[config.mk]
export PLATFORM = sky130hd
export DESIGN_NAME = sig_in_conditioner
export DESIGN_NICKNAME = d
export VERILOG_FILES = /design/src/rtl/tdnn_pkg.sv /design/src/rtl/vec_debounce.sv /design/src/rtl/sig_in_conditioner.sv
export SDC_FILE = /design/constraint.sdc
export NUM_CORES = 1
export LEC_CHECK = 0
export CORE_MARGIN = 5
export CORE_UTILIZATION = 35
export CTS_CLUSTER_DIAMETER = 80
export DETAILED_ROUTE_END_ITERATION = 8
export MAX_ROUTING_LAYER = met4
export PLACE_DENSITY = 0.64
export SLEW_MARGIN = 40
export SYNTH_ARGS = -nofsm -noshare
export SYNTH_HDL_FRONTEND = slang
export SYNTH_HIERARCHICAL = 1
export SYNTH_SLANG_ARGS = --single-unit
export TNS_END_PERCENT = 20
[constraint.sdc]
create_clock -name topclk -period 3.3 [get_ports topclk]
set_input_delay 0.495 -clock topclk [delete_from_list [all_inputs] [get_ports topclk]]
set_output_delay 0.495 -clock topclk [all_outputs]
set_load 0.01 [all_outputs]
[src/rtl/tdnn_pkg.sv]
// ============================================================================
// tdnn_pkg : shared widths and state encoding for the TDNN input front end
// Rev 1.0
// ============================================================================
`default_nettype none

package tdnn_pkg;

  localparam int c_SIG_SIZE = 16;

  typedef enum logic [1:0] {
    IDLE   = 2'd0,
    SETTLE = 2'd1,
    RUN    = 2'd2
  } cond_state_t;

endpackage

`default_nettype wire

[src/rtl/vec_debounce.sv]
// ============================================================================
// vec_debounce : two-flop synchroniser plus whole-vector debouncer
// Rev 1.0
// ============================================================================
`default_nettype none

module vec_debounce
  import tdnn_pkg::*;
#(
  parameter int SIG_SIZE        = c_SIG_SIZE,
  parameter int DEBOUNCE_CYCLES = 1_000_000
) (
  input  logic                clk,
  input  logic                rst,
  input  logic [SIG_SIZE-1:0] i_sw,
  output logic [SIG_SIZE-1:0] o_stable,
  output logic                o_commit
);

  localparam int               c_CW      = (DEBOUNCE_CYCLES > 1) ? $clog2(DEBOUNCE_CYCLES) : 1;
  localparam logic [c_CW-1:0]  c_CNT_MAX = c_CW'(DEBOUNCE_CYCLES - 1);

  logic [SIG_SIZE-1:0] r_s1;
  logic [SIG_SIZE-1:0] r_s2;
  logic [SIG_SIZE-1:0] r_cand;
  logic [c_CW-1:0]     r_cnt;
  logic [SIG_SIZE-1:0] r_stable;
  logic                r_commit;

  always_ff @(posedge clk) begin
    if (rst) begin
      r_s1     <= '0;
      r_s2     <= '0;
      r_cand   <= '0;
      r_cnt    <= '0;
      r_stable <= '0;
      r_commit <= 1'b0;
    end else begin
      r_s1     <= i_sw;
      r_s2     <= r_s1;
      r_commit <= 1'b0;
      // Any bit change restarts the count for the whole vector.
      if (r_s2 != r_cand) begin
        r_cand <= r_s2;
        r_cnt  <= '0;
      end else if (r_cnt == c_CNT_MAX) begin
        r_stable <= r_cand;
        r_commit <= 1'b1;
      end else begin
        r_cnt <= r_cnt + 1'b1;
      end
    end
  end

  assign o_stable = r_stable;
  assign o_commit = r_commit;

endmodule

`default_nettype wire

[src/rtl/sig_in_conditioner.sv]
// ============================================================================
// sig_in_conditioner : debounced, periodically sampled switch word for TDNN core
// Rev 1.0
// ============================================================================
`default_nettype none

module sig_in_conditioner
  import tdnn_pkg::*;
#(
  parameter int SIG_SIZE        = c_SIG_SIZE,
  parameter int DEBOUNCE_CYCLES = 1_000_000,
  parameter int SAMPLE_DIV      = 100_000
) (
  input  logic                topclk,
  input  logic                reset,
  input  logic [SIG_SIZE-1:0] sw,
  output logic [SIG_SIZE-1:0] sig_out,
  output logic                sig_valid,
  output logic                sig_changed,
  output logic                wb_en
);

  localparam int              c_DW      = (SAMPLE_DIV > 1) ? $clog2(SAMPLE_DIV) : 1;
  localparam logic [c_DW-1:0] c_DIV_MAX = c_DW'(SAMPLE_DIV - 1);

  logic [SIG_SIZE-1:0] w_stable;
  logic                w_commit;
  logic                w_tick;
  logic [c_DW-1:0]     r_div;
  cond_state_t         r_state;
  logic [SIG_SIZE-1:0] r_sig_out;
  logic                r_sig_valid;
  logic                r_sig_changed;
  logic                r_wb_en;

  vec_debounce #(
    .SIG_SIZE        (SIG_SIZE),
    .DEBOUNCE_CYCLES (DEBOUNCE_CYCLES)
  ) u_debounce (
    .clk      (topclk),
    .rst      (reset),
    .i_sw     (sw),
    .o_stable (w_stable),
    .o_commit (w_commit)
  );

  // Free-running in every state so the sample phase is fixed from reset.
  always_ff @(posedge topclk) begin
    if (reset) begin
      r_div <= '0;
    end else if (r_div == c_DIV_MAX) begin
      r_div <= '0;
    end else begin
      r_div <= r_div + 1'b1;
    end
  end

  assign w_tick = (r_div == c_DIV_MAX);

  always_ff @(posedge topclk) begin
    if (reset) begin
      r_state       <= IDLE;
      r_wb_en       <= 1'b0;
      r_sig_out     <= '0;
      r_sig_valid   <= 1'b0;
      r_sig_changed <= 1'b0;
    end else begin
      r_sig_valid   <= 1'b0;
      r_sig_changed <= 1'b0;
      case (r_state)
        IDLE: begin
          r_state <= SETTLE;
          r_wb_en <= 1'b0;
        end
        SETTLE: begin
          if (w_commit) begin
            r_state <= RUN;
            r_wb_en <= 1'b1;
          end
        end
        RUN: begin
          r_wb_en <= 1'b1;
          // A commit on this same edge is seen at the following tick.
          if (w_tick) begin
            r_sig_out     <= w_stable;
            r_sig_valid   <= 1'b1;
            r_sig_changed <= (w_stable != r_sig_out);
          end
        end
        default: begin
          r_state <= IDLE;
          r_wb_en <= 1'b0;
        end
      endcase
    end
  end

  assign sig_out     = r_sig_out;
  assign sig_valid   = r_sig_valid;
  assign sig_changed = r_sig_changed;
  assign wb_en       = r_wb_en;

endmodule

`default_nettype wire

==> impl_metrics.tcl <==
set metrics [dict create \
    synth_cells 513 \
    dpl.hpwl_microns 6490 \
    fin_crit_ns 2.39 \
    antenna_found_initial 0 \
    r2r_slack_ns 0.91 \
    syn_avg_cell_area_sq_um 9.56 \
    cts_buffers 17 \
    yosysWarningCount 6 \
    yosysSeqAreaShare 0.502 \
    criticalPathCategory "flip-flop to flip-flop" \
    synthTopCellsByArea "dfxtp_1 50%, xor2_1 6.8%, nor2b_1 6.3%" \
    cts_buffer_depth 2 \
    cts_sinks 123 \
    worst_pin_slew_ns 0.799 \
    ctsResizeCount 0 \
    clk_pin_slew_ns 0.05 \
    drive_above_1_share 0.0814 \
    status "finished clean" \
    grt_max_degree 87 \
    antenna_left 0 \
    synth_nets 537 \
    synthTopCellsByCount "123 x dfxtp_1, 49 x nor2b_1, 42 x a21oi_1" \
    nets 564 \
    p_leak_nw 2.18 \
    crit_arrival_ns 2.70 \
    finalSetupViolations 0 \
    synth_top_area_share 0.502 \
    crit_start "u_debounce/r_cand[8]" \
    p_per_area_mw_per_mm2 612 \
    ir_drop_v 0.000360 \
    cts_setup_buffers 0 \
    synth_edf_count 0 \
    gp_congestion 0.809 \
    ys_async_sr_fraction 0 \
    holdPathStages 1 \
    dieArea_sq_mm 0.0165 \
    route.detailed.drc 0 \
    yosysMostFrequentCell "dfxtp_1" \
    maxSlewHeadroom 0.468 \
    r2r-start "u_debounce/r_cand[8]" \
    setup_tns_ns 0 \
    yosys_register_bits 123 \
    overflow 0 \
    wl_met2_microns 4360 \
    dp.cells 701 \
    stdcell_count 733 \
    min_path_type "flip-flop to flip-flop" \
    route.met3.wl_microns 591 \
    max_freq_mhz 419 \
    skew_ns 0.00786 \
    grt.total_usage 0.132 \
    ios 37 \
    avgViaCountPerCell 4.93 \
    drv_cap 0 \
    fillers 1316 \
    drt_wl_total_microns 9830 \
    core_area_sq_mm 0.0138 \
    rr_worst_depth 5 \
    hold_violations 0 \
    m1WireLength_microns 4710 \
    crit_fanout 21 \
    diodes 0 \
    fin_crit_sh 0.723 \
    ys_types 45 \
    clockRootBuffer "clkbuf_16" \
    syn_to_final_growth_pct 21.4 \
    num_vias 3614 \
    dr.pass1.iters 4 \
    yosysTopAreaCell "dfxtp_1" \
    start_kind "flip-flop" \
    ys.flop_type "dfxtp_1" \
    row_count 43 \
    hold_buffers 0 \
    syn_area_sq_mm 0.00490 \
    clk-insertion-delay-late_ns 0.41 \
    die_w_microns 128 \
    start_util 0.355 \
    wire_per_inst_microns 13.4 \
    final_max_slew_viol_count 0 \
    drt_iter0_markers 277 \
    h-tree-depth 4 \
    rsz0062_at_grt "no" \
    worstPathRequired_ns 3.61 \
    portBuffers 36 \
    cp-endpoint "u_debounce/r_cnt[4]" \
    highest_layer "met4" \
    cts_tree "built" \
    die_height_microns 128 \
    grt_pass1_vias 3607 \
    r2r_end "u_debounce/r_cnt[4]" \
    grt_pass1_wl_microns 17000 \
    critPathCaptureType "flip-flop" \
]
==> cell type report <==
| cell class | count | area (sq um) | area share |
|---|---|---|---|
| clock buffers | 18 | 439 | 0.0738 |
| clock inverters | 14 | 173 | 0.0290 |
| inverters | 6 | 22.5 | 0.00378 |
| multi-input cells | 354 | 2260 | 0.379 |
| flip-flops and latches | 123 | 2460 | 0.414 |
| well taps | 180 | 225 | 0.0378 |
| repair buffers | 38 | 374 | 0.0628 |
==> stage by stage <==
| step | power, mW | hold WS, ns | setup WS [ns] | util | area (sq um) |
|---|---|---|---|---|---|
| 2_1_floorplan | 1.73 | 0.414 | 1.58 | - | 4900 |
| 3_3_place_gp | 1.79 | 0.424 | 0.986 | 0.386 | 5340 |
| 3_5_place_dp | 1.80 | 0.421 | 0.918 | 0.386 | 5340 |
| 4_1_cts | 3.68 | 0.434 | 0.893 | 0.430 | 5950 |
| 5_1_grt | 3.80 | 0.448 | 0.616 | 0.431 | 5950 |
| 6_report | 3.64 | 0.433 | 0.915 | 0.431 | 5950 |
==> layer usage <==
layer | GRT usage | vias up
met5 | - | -
met1 | 0.168 | 1666
met3 | 0.0432 | 15
li1 | - | 1830
met2 | 0.192 | 103
met4 | 0.0562 | 0
==> cells in the final DEF, fill, tap and decap left out, drive strengths merged, types with 2 or more instances in the layout <==
cell type,n
dfxtp,123
nor2b,49
a21oi,42
xor2,38
o21ai,37
nor2,36
clkdlybuf4s50,35
nand3,31
nand4,29
xnor2,20
clkbuf,18
nand2,11
and3,10
nor4,9
inv,6
ha,6
nor3,6
clkinv,6
clkinvlp,5
nand2b,4
and4,3
or3,3
bufinv,3
nor4b,3
buf,3
and2,2
mux2i,2
or2,2
==> critical path, cell delays in order, from the launching register on <==
cell	delay [ns]
dfxtp_1	0.33
xor2_1	0.16
nor4_1	0.37
and4_1	0.57
nand2b_1	0.55
a211oi_2	0.30
==> registers in the layout, indices dropped and copies added, names as in the netlist <==
register,count
u_debounce/r_cnt,20
r_div,17
sig_out,16
u_debounce/o_stable,16
u_debounce/r_cand,16
u_debounce/r_s1,16
u_debounce/r_s2,16
r_state,2
sig_changed,1
sig_valid,1
u_debounce/o_commit,1
wb_en,1
==> power by group <==
part / total, mW / internal [mW] / switching [mW]
Sequential: 1.55 / 1.53 / 0.0247
Clock: 1.88 / 1.21 / 0.669
Combinational: 0.215 / 0.0879 / 0.128
==> worst min-delay path by stage <==
stage	startpoint	endpoint	slack, ns
final	u_debounce/r_s1[5]	u_debounce/r_s2[5]	0.43
after global routing	u_debounce/r_s1[0]	u_debounce/r_s2[0]	0.45
after CTS	u_debounce/r_s1[13]	u_debounce/r_s2[13]	0.43
after detailed placement	u_debounce/r_s1[13]	u_debounce/r_s2[13]	0.42
after global placement	u_debounce/r_s1[11]	u_debounce/r_s2[11]	0.42
after floorplan	u_debounce/r_s1[0]	u_debounce/r_s2[0]	0.41
==> cells by family (layout without fill, tap and decap cells) <==
family                     after synthesis  count (layout)  synth area share
buffers and inverters                   36              76            0.0375
xor gates and xnor gates                58              58             0.104
DFF                                    123             123             0.502
muxes                                    2               2           0.00408
AOI/OAI and AO/OA                       84              84            0.0895
and+or+nand+nor                        204             204             0.248
adders and majority gates                6               6            0.0153
(Power assumes the default switching activity.)
